**src/rtl/seg_scan_ctrl.sv**
```systemverilog
// Scans a shadowed BCD fare value across DIGITS common-anode digits through one shared decoder.
// Optional leading-zero blanking: define SEG_SCAN_LZB_EN.
module seg_scan_ctrl #(
  parameter int unsigned DIGITS    = 4,
  parameter int unsigned DIV       = 50000,
  parameter int unsigned BLANK_CYC = 500
) (
  input  logic                  clk,
  input  logic                  rst,
  input  logic                  en,
  input  logic [4*DIGITS-1:0]   bcd_in,
  input  logic                  max_in,
  input  logic                  upd,
  output logic                  upd_ack,
  output logic [3:0]            bcd_out,
  output logic                  max_out,
  output logic [DIGITS-1:0]     dig_an,
  output logic                  frame_end
);

  localparam int unsigned CW = $clog2(DIV);
  localparam int unsigned IW = (DIGITS > 1) ? $clog2(DIGITS) : 1;
  localparam logic [CW-1:0] CNT_LAST       = CW'(DIV - 1);
  localparam logic [CW-1:0] CNT_BLANK_LAST = CW'((BLANK_CYC > 0) ? BLANK_CYC - 1 : 0);
  localparam logic [IW-1:0] IDX_LAST       = IW'(DIGITS - 1);

  typedef enum logic {ST_BLANK, ST_SHOW} state_t;
  localparam state_t ST_INIT = (BLANK_CYC == 0) ? ST_SHOW : ST_BLANK;

  state_t                 st;
  logic [CW-1:0]          cnt;
  logic [IW-1:0]          idx;
  logic [DIGITS-1:0][3:0] shadow;
  logic                   shadow_max;
  logic                   pend;
  logic                   ack_dly;

  logic                   boundary_c;
  logic                   lit_c;

  assign boundary_c = (cnt == CNT_LAST) && (idx == IDX_LAST);

`ifdef SEG_SCAN_LZB_EN
  // lz_c[i]: shadow digits i..DIGITS-1 are all zero
  logic [DIGITS-1:0] lz_c;
  always_comb begin
    lz_c = '0;
    lz_c[DIGITS-1] = (shadow[DIGITS-1] == 4'd0);
    for (int i = int'(DIGITS) - 2; i >= 0; i--) begin
      lz_c[i] = lz_c[i+1] && (shadow[i] == 4'd0);
    end
  end
  assign lit_c = (idx == '0) || shadow_max || !lz_c[idx];
`else
  assign lit_c = 1'b1;
`endif

  always_ff @(posedge clk or posedge rst) begin
    if (rst) begin
      st         <= ST_INIT;
      cnt        <= '0;
      idx        <= '0;
      shadow     <= '0;
      shadow_max <= 1'b0;
      pend       <= 1'b0;
      ack_dly    <= 1'b0;
      upd_ack    <= 1'b0;
      bcd_out    <= 4'd0;
      max_out    <= 1'b0;
      dig_an     <= '1;
      frame_end  <= 1'b0;
    end else begin
      bcd_out   <= shadow[idx];
      max_out   <= shadow_max;
      frame_end <= 1'b0;
      ack_dly   <= 1'b0;
      upd_ack   <= ack_dly;
      if (!en) begin
        // Idle: dark display, restart at slot 0; capture now, ack one edge later
        st     <= ST_INIT;
        cnt    <= '0;
        idx    <= '0;
        dig_an <= '1;
        if (pend || upd) begin
          shadow     <= bcd_in;
          shadow_max <= max_in;
          pend       <= 1'b0;
          ack_dly    <= 1'b1;
        end
      end else begin
        dig_an <= (st == ST_SHOW && lit_c) ? ~(DIGITS'(1) << idx) : '1;
        if (cnt == CNT_LAST) begin
          cnt <= '0;
          idx <= (idx == IDX_LAST) ? '0 : idx + IW'(1);
          st  <= ST_INIT;
        end else begin
          cnt <= cnt + CW'(1);
          if (BLANK_CYC > 0 && cnt == CNT_BLANK_LAST) begin
            st <= ST_SHOW;
          end
        end
        // Shadow only changes between frames so digits never tear
        if (boundary_c) begin
          frame_end <= 1'b1;
          if (pend || upd) begin
            shadow     <= bcd_in;
            shadow_max <= max_in;
            pend       <= 1'b0;
            upd_ack    <= 1'b1;
          end
        end else if (upd) begin
          pend <= 1'b1;
        end
      end
    end
  end

endmodule
```
**config.mk**
```make
export PLATFORM = sky130hd
export DESIGN_NAME = seg_scan_ctrl
export DESIGN_NICKNAME = d
export VERILOG_FILES = /design/src/rtl/seg_scan_ctrl.sv
export SDC_FILE = /design/constraint.sdc
export NUM_CORES = 1
export LEC_CHECK = 0
export CORE_ASPECT_RATIO = 0.7
export CORE_MARGIN = 1.5
export CORE_UTILIZATION = 35
export CTS_CLUSTER_DIAMETER = 120
export DETAILED_ROUTE_END_ITERATION = 6
export PLACE_DENSITY = 0.6
export SYNTH_ARGS = -nofsm -noshare
export SYNTH_HDL_FRONTEND = slang
export SYNTH_SLANG_ARGS = --single-unit
```
**constraint.sdc**
```tcl
create_clock -name clk -period 3.48 [get_ports clk]
set_clock_uncertainty 0.2 [all_clocks]
set_input_delay 0.348 -clock clk [delete_from_list [all_inputs] [get_ports clk]]
set_output_delay 0.348 -clock clk [all_outputs]
set_load 0.01 [all_outputs]
```
==> metrics.yaml, run 1 <==
first_global_vias: 1882
start_util: 0.365
cts_tree: "done"
power.total_mw: 1.23
wirelength_um: 5720
cts.sinks: 49
critPathKind: "register to register"
ys_warn_count: 0
synth_flop_cell: "dfrtp_1"
drive_above_1_share: 0.0867
post_cts_resized: 0
synth-async-reset-ratio: 1.00
cts_buffer_depth: 2
hold_viol: 0
syn-num-nets: 305
synth.avg_cell_area_um2: 9.63
drt.antenna.violating_nets: 0
grt_pass1_wl_um: 9550
synth_cell_types: 38
drc: 0
gp_congestion: 0.843
rr_worst_depth: 6
yosysTopAreaCell: "dfrtp_1"
boundaryPins: 32
synth_area_leaders: "dfrtp_1 (42%), nand3_1 (8.2%), dfstp_2 (3.9%)"
use_met1: 0.218
clkLatencyLatePin_ns: 0.30
worstPathArrival_ns: 2.71
required_ns: 3.51
antenna_found_initial: 0
timing.rr.start: "cnt[0]$_DFF_PP0_"
met2_usage: 0.211
vias: 2161
fillCellCount: 728
p_per_area_mw_per_mm2: 390
drt_iter0_markers: 160
syn-instance-count: 279
dpl.hpwl_um: 3720
hold_path.class: "register to register"
rows: 26
maxCapViolations: 0
r2r_end: "idx[0]$_DFFE_PP0P_"
max_freq_mhz: 374
grt_use_total: 0.145
synth_top_cell_area_share: 0.419
setup_viol: 0
timing.setup.tns_ns: 0
yosysSeqAreaShare: 0.458
cts_setup_buffers: 0
slew_headroom: 0.334
leakage_nw: 1.17
cts-buffers-inserted: 5
syn_area_mm2: 0.00269
worst_pin_slew_ns: 0.997
critPathMaxFanout: 40
slew_violations: 0
synth_top_cells_by_count: "dfrtp_1 (45), nand3_1 (44), nor2_1 (27)"
use_met3: 0.0342
multi_input_area_mm2: 0.00132
coreArea_mm2: 0.00735
cts-root-buf: "clkbuf_8"
regArea_mm2: 0.00123
grt_most_used_layer: "met1"
die_w_um: 108
hold_end: "max_out$_DFF_PP0_"
nets: 325
rsz0062_at_grt: "false"
cts-hold-fix-buffers: 0
wl_per_cell_um: 14.4
dieArea_mm2: 0.00822
ys_ff_latch: 49
min_path_cells: 0
hold_start: "shadow_max$_DFFE_PP0P_"
grt-ovfl-total: 0
startpoint_type: "register"
r2r_setup_slack_ns: 0.81
finalCritPeriodShare: 0.768
clk_pin_slew_ns: 0.09
syn2layout_area_growth_pct: 17.3
io_buffers: 31
dr.pass1.iters: 4
period_needed_ns: 2.67
grt_max_degree: 55
ir_worst_vdd_uv: 157
diodes: 0
synth-edff-count: 0
htreeDepth: 2
path_cells: "ha_1, or4b_1, or4_1, buf_4, or3_1, a21boi_1"
cp-end-kind: "register"
via_per_inst: 5.43
cp_slowest_stage_delay_ns: 0.53
yosysMostFrequentCell: "dfrtp_1"
status: "finished, final reports clean"
crit_slowest_cell: "or4_1"
die-height_um: 76.3
[cells by family after synthesis]
group / Yosys count / share of synthesized area
flip-flops: 49 / 0.458
buffers and inverters: 28 / 0.0522
AO/OA/AOI/OAI: 31 / 0.0983
adder cells (fa/ha/maj): 5 / 0.0233
multiplexers: 5 / 0.0373
AND/OR/NAND/NOR: 148 / 0.288
XOR/XNOR: 13 / 0.0424
[how the worst max path moves through the flow]
stage | start | end | slack, ns | cells after the start
2_1_floorplan | cnt[0]$_DFF_PP0_ | shadow[10]$_DFFE_PP0P_ | 1.04 | 6
3_3_place_gp | cnt[0]$_DFF_PP0_ | idx[0]$_DFFE_PP0P_ | 0.88 | 6
3_5_place_dp | cnt[0]$_DFF_PP0_ | idx[0]$_DFFE_PP0P_ | 0.84 | 6
4_1_cts | cnt[0]$_DFF_PP0_ | idx[0]$_DFFE_PP0P_ | 0.81 | 6
5_1_grt | cnt[0]$_DFF_PP0_ | idx[0]$_DFFE_PP0P_ | 0.71 | 6
6_report | cnt[0]$_DFF_PP0_ | idx[0]$_DFFE_PP0P_ | 0.81 | 6
[layout by cell type, fill, tap and decap left out, types with 2 or more instances in the layout]
cell type	Yosys	final
dfrtp_1	45	45
nand3_1	44	44
clkdlybuf4s50_1	0	31
nor2_1	27	27
nand2_1	23	23
xnor2_1	11	11
nor2b_1	10	10
nor3b_1	9	9
nand3b_1	9	9
a311o_1	9	9
a221oi_1	8	8
o211ai_1	7	7
clkbuf_8	0	6
nor3_1	5	5
inv_1	6	5
ha_1	5	5
nand4_1	4	4
nor4_1	4	4
mux4_2	4	4
dfstp_2	4	4
buf_4	1	4
or3_1	3	3
or2_2	3	3
and3_1	3	3
a21oi_1	2	2
xor2_1	2	2
[per-layer routing]
metal	wire length (um)	vias to the layer above
met1	2940	1059
met2	2460	58
li1	-	1039
met5	0	-
met3	283	5
met4	40	0
[cell type report]
class,instances,share of cell area
clock buffer,6,0.0262
clock inverter,2,0.0119
inverter,6,0.00715
multi-input combinational,202,0.417
sequential,49,0.391
tap,98,0.0389
timing repair buffer,35,0.108
[state kept, by name, summed over array words and instances, names as in the netlist]
register / cells
ack_dly: 1
bcd_out: 4
cnt: 16
dig_an: 4
frame_end: 1
idx: 2
max_out: 1
pend: 1
shadow: 16
shadow_max: 1
st: 1
upd_ack: 1
[report_power, final]
part / internal [mW] / leakage [nW] / total (mW) / switching (mW)
combinational: 0.0903 / 0.528 / 0.170 / 0.0799
sequential: 0.605 / 0.581 / 0.635 / 0.0296
clock: 0.234 / 0.0574 / 0.424 / 0.190
total: 0.930 / 1.17 / 1.23 / 0.299
[metrics by stage]
stage	instances	hold WS (ns)	cell area (um2)	worst slack, ns	utilization
global placement	390	0.220	3030	0.880	0.412
detailed placement	390	0.210	3030	0.841	0.412
CTS	398	0.229	3150	0.813	0.429
finish	398	0.227	3150	0.808	0.429
global route	398	0.251	3150	0.707	0.429
floorplan	279	0.186	2690	1.04	-
[worst max-delay path: cells and delay by family (launching register included)]
kind / cells / cell delay [ns]
and+or+nand+nor: 3 / 1.38
DFF: 1 / 0.39
buffers and inverters: 1 / 0.28
adders and majority gates: 1 / 0.21
AOI/OAI and AO/OA: 1 / 0.13
No activity file was read; power rests on OpenSTA's default activity.
==> run 2, diff against run 1 <==
==> constraint.sdc (replaced) <==
create_clock -name clk -period 2.6 [get_ports clk]
set_clock_uncertainty 0.2 [all_clocks]
set_input_delay 0.26 -clock clk [delete_from_list [all_inputs] [get_ports clk]]
set_output_delay 0.26 -clock clk [all_outputs]
set_load 0.01 [all_outputs]
==> run 2 against run 1 <==
Design area is 2.9% higher; first-iteration DRC count is 25% lower; final cell count is 2.8% higher; sequential share of layout area is 1.1 points lower; hold slack better by 0.0060 ns.
==> metrics.yaml, run 2 (same netlist as run 1, synthesis figures left out) <==
cts-buffers-inserted: 5  # unchanged
cts_buffer_depth: 2  # unchanged
grt-ovfl-total: 0  # unchanged
design_area_mm2: 0.00324  # +2.9%
final_common_cell: "dfrtp_1"
wl_per_cell_um: 15.0  # +4.7%
crit_slowest_cell: "or4_4"
gp_congestion: 0.787  # -6.7%
critPathMaxFanout: 40  # unchanged
power.total_mw: 1.63  # +32%
dpl.hpwl_um: 4110  # +11%
dieArea_mm2: 0.00822  # unchanged
drt.antenna.violating_nets: 0  # unchanged
leakage_nw: 1.23  # +5.8%
rows: 26  # unchanged
maxCapViolations: 0  # unchanged
diodes: 0  # unchanged
finalCritPeriodShare: 0.950  # +0.183
critPathKind: "register to register"
timing.setup.tns_ns: 0  # unchanged
ir_worst_vdd_uv: 191  # +21%
htreeDepth: 2  # unchanged
required_ns: 2.63  # -0.88 ns
worstPathArrival_ns: 2.51  # -0.20 ns
worst_pin_slew_ns: 0.699  # -0.298 ns
grt_max_degree: 50  # -9.1%
fin_ws_ns: 0.129  # -0.679 ns
nets: 337  # +3.7%
clk_pin_slew_ns: 0.09  # about the same
placedInstanceArea_mm2: 0.00312  # +2.9%
r2r_end: "idx[0]$_DFFE_PP0P_"
cts_tree: "done"
max_freq_mhz: 405  # +8.1%
clkLatencyLatePin_ns: 0.30  # about the same
grt_pass1_wl_um: 10600  # +11%
antenna_found_initial: 0  # unchanged
startpoint_type: "register"
via_per_inst: 5.33  # -1.8%
hold_viol: 0  # unchanged
status: "finished, final reports clean"
syn2layout_area_growth_pct: 20.7
grt_use_total: 0.163  # +0.0180
rr_worst_depth: 6  # unchanged
cp_slowest_stage_delay_ns: 0.57  # +0.04 ns
hold_path.class: "input pin to async pin"
critPathTopFamily: "simple AND/OR/NAND/NOR gates"
slew_headroom: 0.533  # +0.199
cp-end-kind: "register"
cts.sinks: 49  # unchanged
wirelength_um: 6150  # +7.6%
reg_top3: "cnt (16), shadow (16)"
die_w_um: 108  # unchanged
die-height_um: 76.3  # unchanged
path_cells: "ha_1, or4b_1, or4_4, buf_12, or3_1, a21boi_1"
boundaryPins: 32  # unchanged
rsz0062_at_grt: "false"
coreArea_mm2: 0.00735  # unchanged
slew_violations: 0  # unchanged
drc: 0  # unchanged
timing.rr.start: "cnt[1]$_DFF_PP0_"
period_needed_ns: 2.47  # -0.201 ns
start_util: 0.365  # unchanged
layout_common_cells: "dfrtp_1 (45), nand3_1 (44), clkdlybuf4s50_1 (31)"
first_global_vias: 2041  # +8.4%
place_ws_ns: 0.0745  # -0.767 ns
p_per_area_mw_per_mm2: 502  # +29%
io_buffers: 31  # unchanged
r2r_setup_slack_ns: 0.13  # -0.68 ns
cp.buffers_inverters: 1  # unchanged
drive_above_1_share: 0.122  # +0.0355
setup_viol: 0  # unchanged
cts-root-buf: "clkbuf_8"
vias: 2180  # +0.88%
drt_iter0_markers: 120  # -25%
dr.pass1.iters: 4  # unchanged
[run 2: worst max path at each step]
stage | startpoint | endpoint | slack (ns) | cells after the start
global placement | cnt[1]$_DFF_PP0_ | idx[0]$_DFFE_PP0P_ | 0.12 | 6
detailed placement | cnt[1]$_DFF_PP0_ | idx[0]$_DFFE_PP0P_ | 0.07 | 6
floorplan | cnt[0]$_DFF_PP0_ | shadow[10]$_DFFE_PP0P_ | 0.16 | 6
global route | cnt[1]$_DFF_PP0_ | idx[0]$_DFFE_PP0P_ | 0.006 | 6
CTS | cnt[1]$_DFF_PP0_ | idx[0]$_DFFE_PP0P_ | 0.05 | 6
finish | cnt[1]$_DFF_PP0_ | idx[0]$_DFFE_PP0P_ | 0.13 | 6
[run 2: final cells by class]
class,instances,area (um2)
Sequential cell,49,1230
Clock buffer,5,68.8
Clock inverter,2,35.0
Inverter,6,22.5
Fill cell,751,4110
Multi-Input combinational cell,202,1320
Timing Repair Buffer,47,443
Tap cell,98,123
[run 2: worst register-to-register path: stages, from the launching register on]
cell	delay (ns)
dfrtp_1	0.36
ha_1	0.16
or4b_1	0.46
or4_4	0.57
buf_12	0.19
or3_1	0.32
a21boi_1	0.14
[run 2: where the power goes]
part	switching, mW	internal, mW	total [mW]
combinational	0.110	0.129	0.239
clock	0.258	0.280	0.539
sequential	0.0400	0.810	0.850
total	0.409	1.22	1.63
[run 2: per-layer routing]
| metal | wire (um) | vias up | track usage |
|---|---|---|---|
| li1 | - | 1065 | - |
| met1 | 3200 | 1068 | 0.253 |
| met2 | 2650 | 40 | 0.227 |
| met3 | 241 | 7 | 0.0351 |
| met4 | 59 | 0 | 0.0434 |
| met5 | 0 | - | 0 |
[run 2: per-stage QoR]
stage	hold WS, ns	std cells	util
after CTS	0.242	407	0.438
final	0.233	409	0.441
after floorplan	0.186	279	-
after detailed placement	0.211	400	0.424
after global placement	0.220	400	0.424
after global routing	0.265	409	0.441
[run 2: repair_timing]
action                                  in CTS  in global routing
setup buffers                                0                  2
hold buffers                                 0                  0
endpoints found under the setup margin       0                  1
gates resized for setup                      0                  1
==> run 3, diff against run 2 <==
--- a/config.mk
+++ b/config.mk
@@ -10,7 +10,7 @@
 export CORE_UTILIZATION = 35
 export CTS_CLUSTER_DIAMETER = 120
 export DETAILED_ROUTE_END_ITERATION = 6
-export PLACE_DENSITY = 0.6
+export PLACE_DENSITY = 0.62
 export SYNTH_ARGS = -nofsm -noshare
 export SYNTH_HDL_FRONTEND = slang
 export SYNTH_SLANG_ARGS = --single-unit
==> constraint.sdc (replaced) <==
create_clock -name clk -period 2 [get_ports clk]
set_clock_uncertainty 0.2 [all_clocks]
set_input_delay 0.2 -clock clk [delete_from_list [all_inputs] [get_ports clk]]
set_output_delay 0.2 -clock clk [all_outputs]
set_load 0.01 [all_outputs]
==> run 3 against run 2 <==
The flow now finishes with violations (setup timing); combinational power increased by 39%; setup slack got worse by 0.56 ns; critical path depth stayed put; flip-flop and latch count stayed put; die area is the same; count of clock-buffer cells in the layout up 2; design area increased by 5.6%; via count increased by 3.9%; first-iteration DRC count rose by 8.3%; critical endpoint unchanged; largest power group unchanged.
==> metrics.yaml, run 3 (same netlist as run 1, synthesis figures left out) <==
slew_headroom: 0.508  # -0.0252
drive_above_1_share: 0.181  # +0.0588
slew_violations: 0  # unchanged
dpl.hpwl_um: 4190  # +1.9%
dr.pass1.iters: 4  # unchanged
setup_viol: 39  # +39
cts.sinks: 49  # unchanged
startpoint_type: "register"
cp-end-kind: "register"
htreeDepth: 2  # unchanged
max_freq_mhz: 412  # +1.8%
worst_pin_slew_ns: 0.737  # +0.0378 ns
antenna_found_initial: 0  # unchanged
r2r_end: "idx[0]$_DFFE_PP0P_"
coreArea_mm2: 0.00735  # unchanged
critPathMaxFanout: 25  # -38%
grt-ovfl-total: 0  # unchanged
gp_congestion: 0.794  # +0.86%
drc: 0  # unchanged
first_global_vias: 2184  # +7.0%
violations: "setup timing"
p_per_area_mw_per_mm2: 635  # +26%
die-height_um: 76.3  # unchanged
syn2layout_area_growth_pct: 27.4
boundaryPins: 32  # unchanged
design_area_mm2: 0.00342  # +5.6%
multi_input_area_mm2: 0.00135  # +2.1%
timing.rr.start: "cnt[1]$_DFF_PP0_"
cts-hold-fix-buffers: 0  # unchanged
grt_max_degree: 50  # unchanged
utilization: 0.466  # +0.0247
r2r_setup_slack_ns: -0.43  # -0.56 ns
fillCellCount: 715  # -4.8%
ir_worst_vdd_uv: 283  # +49%
required_ns: 2.03  # -0.60 ns
diodes: 0  # unchanged
nets: 351  # +4.2%
wl_per_cell_um: 14.5  # -3.9%
vias: 2265  # +3.9%
leakage_nw: 1.32  # +6.9%
reg_top3: "cnt (16), shadow (16)"
regArea_mm2: 0.00123  # unchanged
io_buffers: 31  # unchanged
drt_iter0_markers: 130  # +8.3%
hold_path.class: "input pin to async pin"
fin_ws_ns: -0.427  # -0.556 ns
clk_pin_slew_ns: 0.09  # about the same
die_w_um: 108  # unchanged
cts_buffer_depth: 2  # unchanged
cts-buffers-inserted: 5  # unchanged
drt.antenna.violating_nets: 0  # unchanged
clkLatencyLatePin_ns: 0.30  # about the same
final_common_cell: "dfrtp_1"
cts-root-buf: "clkbuf_8"
status: "complete, but fails checks"
dieArea_mm2: 0.00822  # unchanged
wirelength_um: 6130  # -0.42%
cts_tree: "done"
placedInstanceArea_mm2: 0.00327  # +4.8%
grt_pass1_wl_um: 10800  # +2.1%
rows: 26  # unchanged
rr_worst_depth: 6  # unchanged
power.total_mw: 2.17  # +33%
finalCritPeriodShare: 1.21  # +0.263
hold_viol: 0  # unchanged
critPathKind: "register to register"
via_per_inst: 5.34  # +0.22%
rsz0062_at_grt: "true"
layout_common_cells: "dfrtp_1 (45), nand3_1 (42), clkdlybuf4s50_1 (30)"
start_util: 0.365  # unchanged
maxCapViolations: 0  # unchanged
grt_use_total: 0.165  # +0.00170
period_needed_ns: 2.43  # -0.0436 ns
worstPathArrival_ns: 2.46  # -0.05 ns
[run 3: metrics by stage]
step | cells | hold slack, ns | TNS [ns] | setup WS [ns]
3_3_place_gp | 415 | 0.235 | -12.64 | -0.411
6_report | 424 | 0.0410 | -12.45 | -0.427
5_1_grt | 424 | 0.0668 | -14.84 | -0.473
2_1_floorplan | 279 | 0.167 | -12.87 | -0.392
4_1_cts | 423 | 0.0660 | -12.59 | -0.430
3_5_place_dp | 415 | 0.237 | -14.40 | -0.474
[run 3: area by class of cell]
class | count | share of cell area
clock buffers | 7 | 0.0252
flip-flops and latches | 49 | 0.360
inverters | 6 | 0.00658
multi-input cells | 202 | 0.393
well taps | 98 | 0.0358
repair buffers | 61 | 0.171
clock inverters | 1 | 0.00877
[run 3: report_power, final]
part / switching [mW] / total (mW) / internal (mW) / leakage, nW
Clock: 0.329 / 0.737 / 0.408 / 0.0585
Sequential: 0.0502 / 1.10 / 1.05 / 0.581
Combinational: 0.150 / 0.332 / 0.182 / 0.681
Total: 0.529 / 2.17 / 1.64 / 1.32
[run 3: how the worst max path moves through the flow]
stage	start	to	slack (ns)	depth (start not counted)
global route	cnt[1]$_DFF_PP0_	idx[0]$_DFFE_PP0P_	-0.47	6
finish	cnt[1]$_DFF_PP0_	idx[0]$_DFFE_PP0P_	-0.43	6
CTS	cnt[1]$_DFF_PP0_	idx[0]$_DFFE_PP0P_	-0.43	6
floorplan	cnt[0]$_DFF_PP0_	shadow[10]$_DFFE_PP0P_	-0.39	6
detailed placement	cnt[1]$_DFF_PP0_	shadow[7]$_DFFE_PP0P_	-0.47	7
global placement	cnt[1]$_DFF_PP0_	shadow[11]$_DFFE_PP0P_	-0.41	7
[run 3: per-layer routing]
metal  wire (um)  track usage
met1        3070        0.248
met2        2680        0.239
met3         275       0.0325
met4          96       0.0487
met5           0            0
[run 3: worst max-delay path, cell delays in order (launching register included)]
cell and delay, ns:
dfrtp_1 0.36, ha_2 0.19, or4b_4 0.46, or4_4 0.54, buf_12 0.18, or3_1 0.31
a21boi_1 0.12
[run 3: what timing repair did]
| action | CTS | global route |
|---|---|---|
| resized for setup | 5 | 3 |
| setup buffers | 0 | 1 |
| endpoints found under the setup margin | 39 | 39 |
==> RTL change 1, RTL diff (config.mk and constraints of run 1) <==
The option `SEG_SCAN_LZB_EN` is turned on by a define.
--- a/src/rtl/seg_scan_ctrl.sv
+++ b/src/rtl/seg_scan_ctrl.sv
@@ -1,5 +1,7 @@
 // Scans a shadowed BCD fare value across DIGITS common-anode digits through one shared decoder.
 // Optional leading-zero blanking: define SEG_SCAN_LZB_EN.
+`define SEG_SCAN_LZB_EN
+
 module seg_scan_ctrl #(
   parameter int unsigned DIGITS    = 4,
   parameter int unsigned DIV       = 50000,
Formal check against the unedited RTL: no difference found for any inputs over 10 cycles, from zero or initial values and one cycle with rst high; that may be too few to reach the edited logic, so the function may still have changed.
==> RTL change 1 against run 1 <==
Synthesized area shrank 16%; sequential cell count is the same; power shrank 9.3%; design area shrank 14%; core utilization grew 0.68 points; maximum frequency is essentially flat; setup slack lost 0.00063 ns; wire length shrank 25%; highest routed layer unchanged.
==> RTL change 1: results (changes against run 1) <==
Status = finished, final reports clean
Dpl cells = 281 (-28%)
Reg power frac = 58.1% (+6.4 points)
Placement-stage cell area = 2630 µm² (-13%)
Hpwl dp = 3.081 mm (-17%)
Commonest cells in the netlist = dfrtp_1 (45), nor2_1 (26), xnor2_1 (13)
Num sequential = 49 (unchanged)
Met3 usage = 2.503% (-0.92 points)
Vias in the first global route = 1,432 (-24%)
Leakage = 1.076 nW (-7.8%)
Layout cell share with drive strength beyond 1 = 18.01% (+9.3 points)
Combinational Power Share = 12.1% (-1.8 points)
CP max FO = 17 (-57%)
Clock buf/inv share = 3.312% (-0.50 points)
First-pass GRT wire length = 7.314 mm (-23%)
Sequential share of cell area = 45.26% (+6.2 points)
DRT met1 WL = 2.454 mm (-16%)
NumNets Final = 236 (-27%)
Synth Area in Compound Gates = 2.378% (-7.4 points)
Detailed Route WL = 4.271 mm (-25%)
Mapped Cells = 177 (-37%)
GPL Wtd Cong = 0.7835 (-7.1%)
Worst Max-Slew Pin Slew = 0.9823 ns (-0.01514 ns)
Drt via density = 4.879 (-10%)
Synthesized net count = 203 (-33%)
Mux share of post-synthesis cell area = 14.99% (+11 points)
XOR/XNOR share of the synthesized area = 5.420% (+1.2 points)
Non-Clock Buffer Count = 31 (-11%)
Worst VDD drop = 168.3 µV (+6.9%)
Multi-input gate share of total cell area = 35.33% (-6.4 points)
Synth Area in Adders = 2.765% (+0.44 points)
#MultiIn Comb = 115 (-43%)
Design Area, Final = 2720 µm² (-14%)
Iter 0 DRT Violations = 43 (-73%)
Arr. time, crit path = 2.67 ns (-0.04 ns)
Met2 wire len = 1.619 mm (-34%)
Total combinational power = 0.000135 W (-21%)
P_int = 0.0008420 W (-9.4%)
Filler cells = 589 (-19%)
Largest net degree at the start of global routing = 50 (-9.1%)
Register area share after synthesis = 54.42% (+8.6 points)
Buffering overhead = 11.41% (+0.61 points)
-- RTL change 1: critical path, stage by stage (launching register included) --
cell	delay, ns
dfrtp_1	0.65
ha_1	0.28
and4_1	0.26
nand4_4	0.15
a21oi_4	0.62
mux2_2	0.41
-- RTL change 1: path summary, 6_finish.rpt --
| path | startpoint | endpoint | slack [ns] | cells after the start |
|---|---|---|---|---|
| max in group asynchronous | rst | cnt[15]$_DFF_PP0_ | 2.07 | 2 |
| min in group asynchronous | rst | cnt[5]$_DFF_PP0_ | 0.40 | 2 |
| worst min register to register | shadow_max$_DFFE_PP0P_ | max_out$_DFF_PP0_ | 0.23 | 0 |
| worst max register to register | idx[0]$_DFFE_PP0N_ | shadow[8]$_DFFE_PP0P_ | 0.81 | 5 |
| worst min-delay path | shadow_max$_DFFE_PP0P_ | max_out$_DFF_PP0_ | 0.23 | 0 |
| worst max-delay path | idx[0]$_DFFE_PP0N_ | shadow[8]$_DFFE_PP0P_ | 0.81 | 5 |
==> RTL change 2, RTL diff (config.mk and constraints of run 1) <==
Without the edit above. Reset style: synchronous (`rst`), changed in one clocked block.
--- a/src/rtl/seg_scan_ctrl.sv
+++ b/src/rtl/seg_scan_ctrl.sv
@@ -55,7 +55,7 @@
   assign lit_c = 1'b1;
 `endif
 
-  always_ff @(posedge clk or posedge rst) begin
+  always_ff @(posedge clk) begin
     if (rst) begin
       st         <= ST_INIT;
       cnt        <= '0;
Check against the original RTL: differs if rst is asserted again (counterexample within 4 cycles, from zero or initial values and one cycle with rst high); with rst held inactive, the same outputs for 10 cycles.
==> RTL change 2 against run 1 <==
Count of clock-buffer cells in the layout is the same; sequential share of layout area grew 0.098 points; global-route usage is essentially flat; wire length shrank 26%; sequential cell count is the same; synthesized area shrank 24%; setup slack gained 0.18 ns; design area shrank 21%; first-iteration DRC count shrank 50%; hold slack gained 0.014 ns.
Power is not compared: it rests on default switching activity, and its combinational part moved more than twofold at a synthesized area within 25%.
==> RTL change 2: results (changes against run 1) <==
Vias in the first global route = 1,468 (-22%)
Met3 WL = 161 µm (-43%)
Met1 usage = 21.37% (-0.46 points)
Routed wire per std cell = 13.12 µm (-8.7%)
DRT met1 WL = 2.400 mm (-18%)
Multi-input gate share of total cell area = 39.41% (-2.3 points)
Non-Clock Buffer Count = 34 (-2.9%)
Met3 usage = 3.767% (+0.35 points)
Hpwl dp = 3.023 mm (-19%)
Filler cells = 570 (-22%)
Synth unique cells = 34 (-11%)
Gr usage total = 14.51% (-0.025 points)
#MultiIn Comb = 149 (-26%)
Largest net degree at the start of global routing = 27 (-51%)
Arr. time, crit path = 2.45 ns (-0.26 ns)
GPL Wtd Cong = 0.7538 (-11%)
Largest stage delay, worst path = 0.68 ns (+0.15 ns)
Dpl cells = 313 (-20%)
Drt via density = 4.960 (-8.7%)
NumNets Final = 271 (-17%)
Buffering overhead = 13.29% (+2.5 points)
Status = finished, final reports clean
Register area share after synthesis = 47.80% (+2.0 points)
Reg area = 980.9 µm² (-20%)
Synth Area in Compound Gates = 10.73% (+0.90 points)
Clock buf/inv share = 3.497% (-0.31 points)
Tot Pwr = 0.0009879 W
Commonest cells in the netlist = dfxtp_1 (49), nand3_1 (27), nor2_1 (23)
Pre-CTS setup slack = 1.007 ns (+0.1652 ns)
[RTL change 2: cell types whose count changed after synthesis, moves of 8 or more]
cell	before	now
o21ai_0	1	12
nand3_1	44	27
a311o_1	9	0
a221oi_1	8	0
nand3b_1	9	0
nor3b_1	9	0
a21oi_1	2	18
nand2_1	23	2
dfxtp_1	0	49
dfrtp_1	45	0
[RTL change 2: worst paths after layout]
path | from | end | slack [ns] | cells past startpoint
min reg2reg | ack_dly$_SDFF_PP0_ | upd_ack$_SDFF_PP0_ | 0.24 | 2
max reg2reg | cnt[11]$_SDFF_PP0_ | cnt[13]$_SDFF_PP0_ | 0.98 | 4
min | ack_dly$_SDFF_PP0_ | upd_ack$_SDFF_PP0_ | 0.24 | 2
max | cnt[11]$_SDFF_PP0_ | cnt[13]$_SDFF_PP0_ | 0.98 | 4
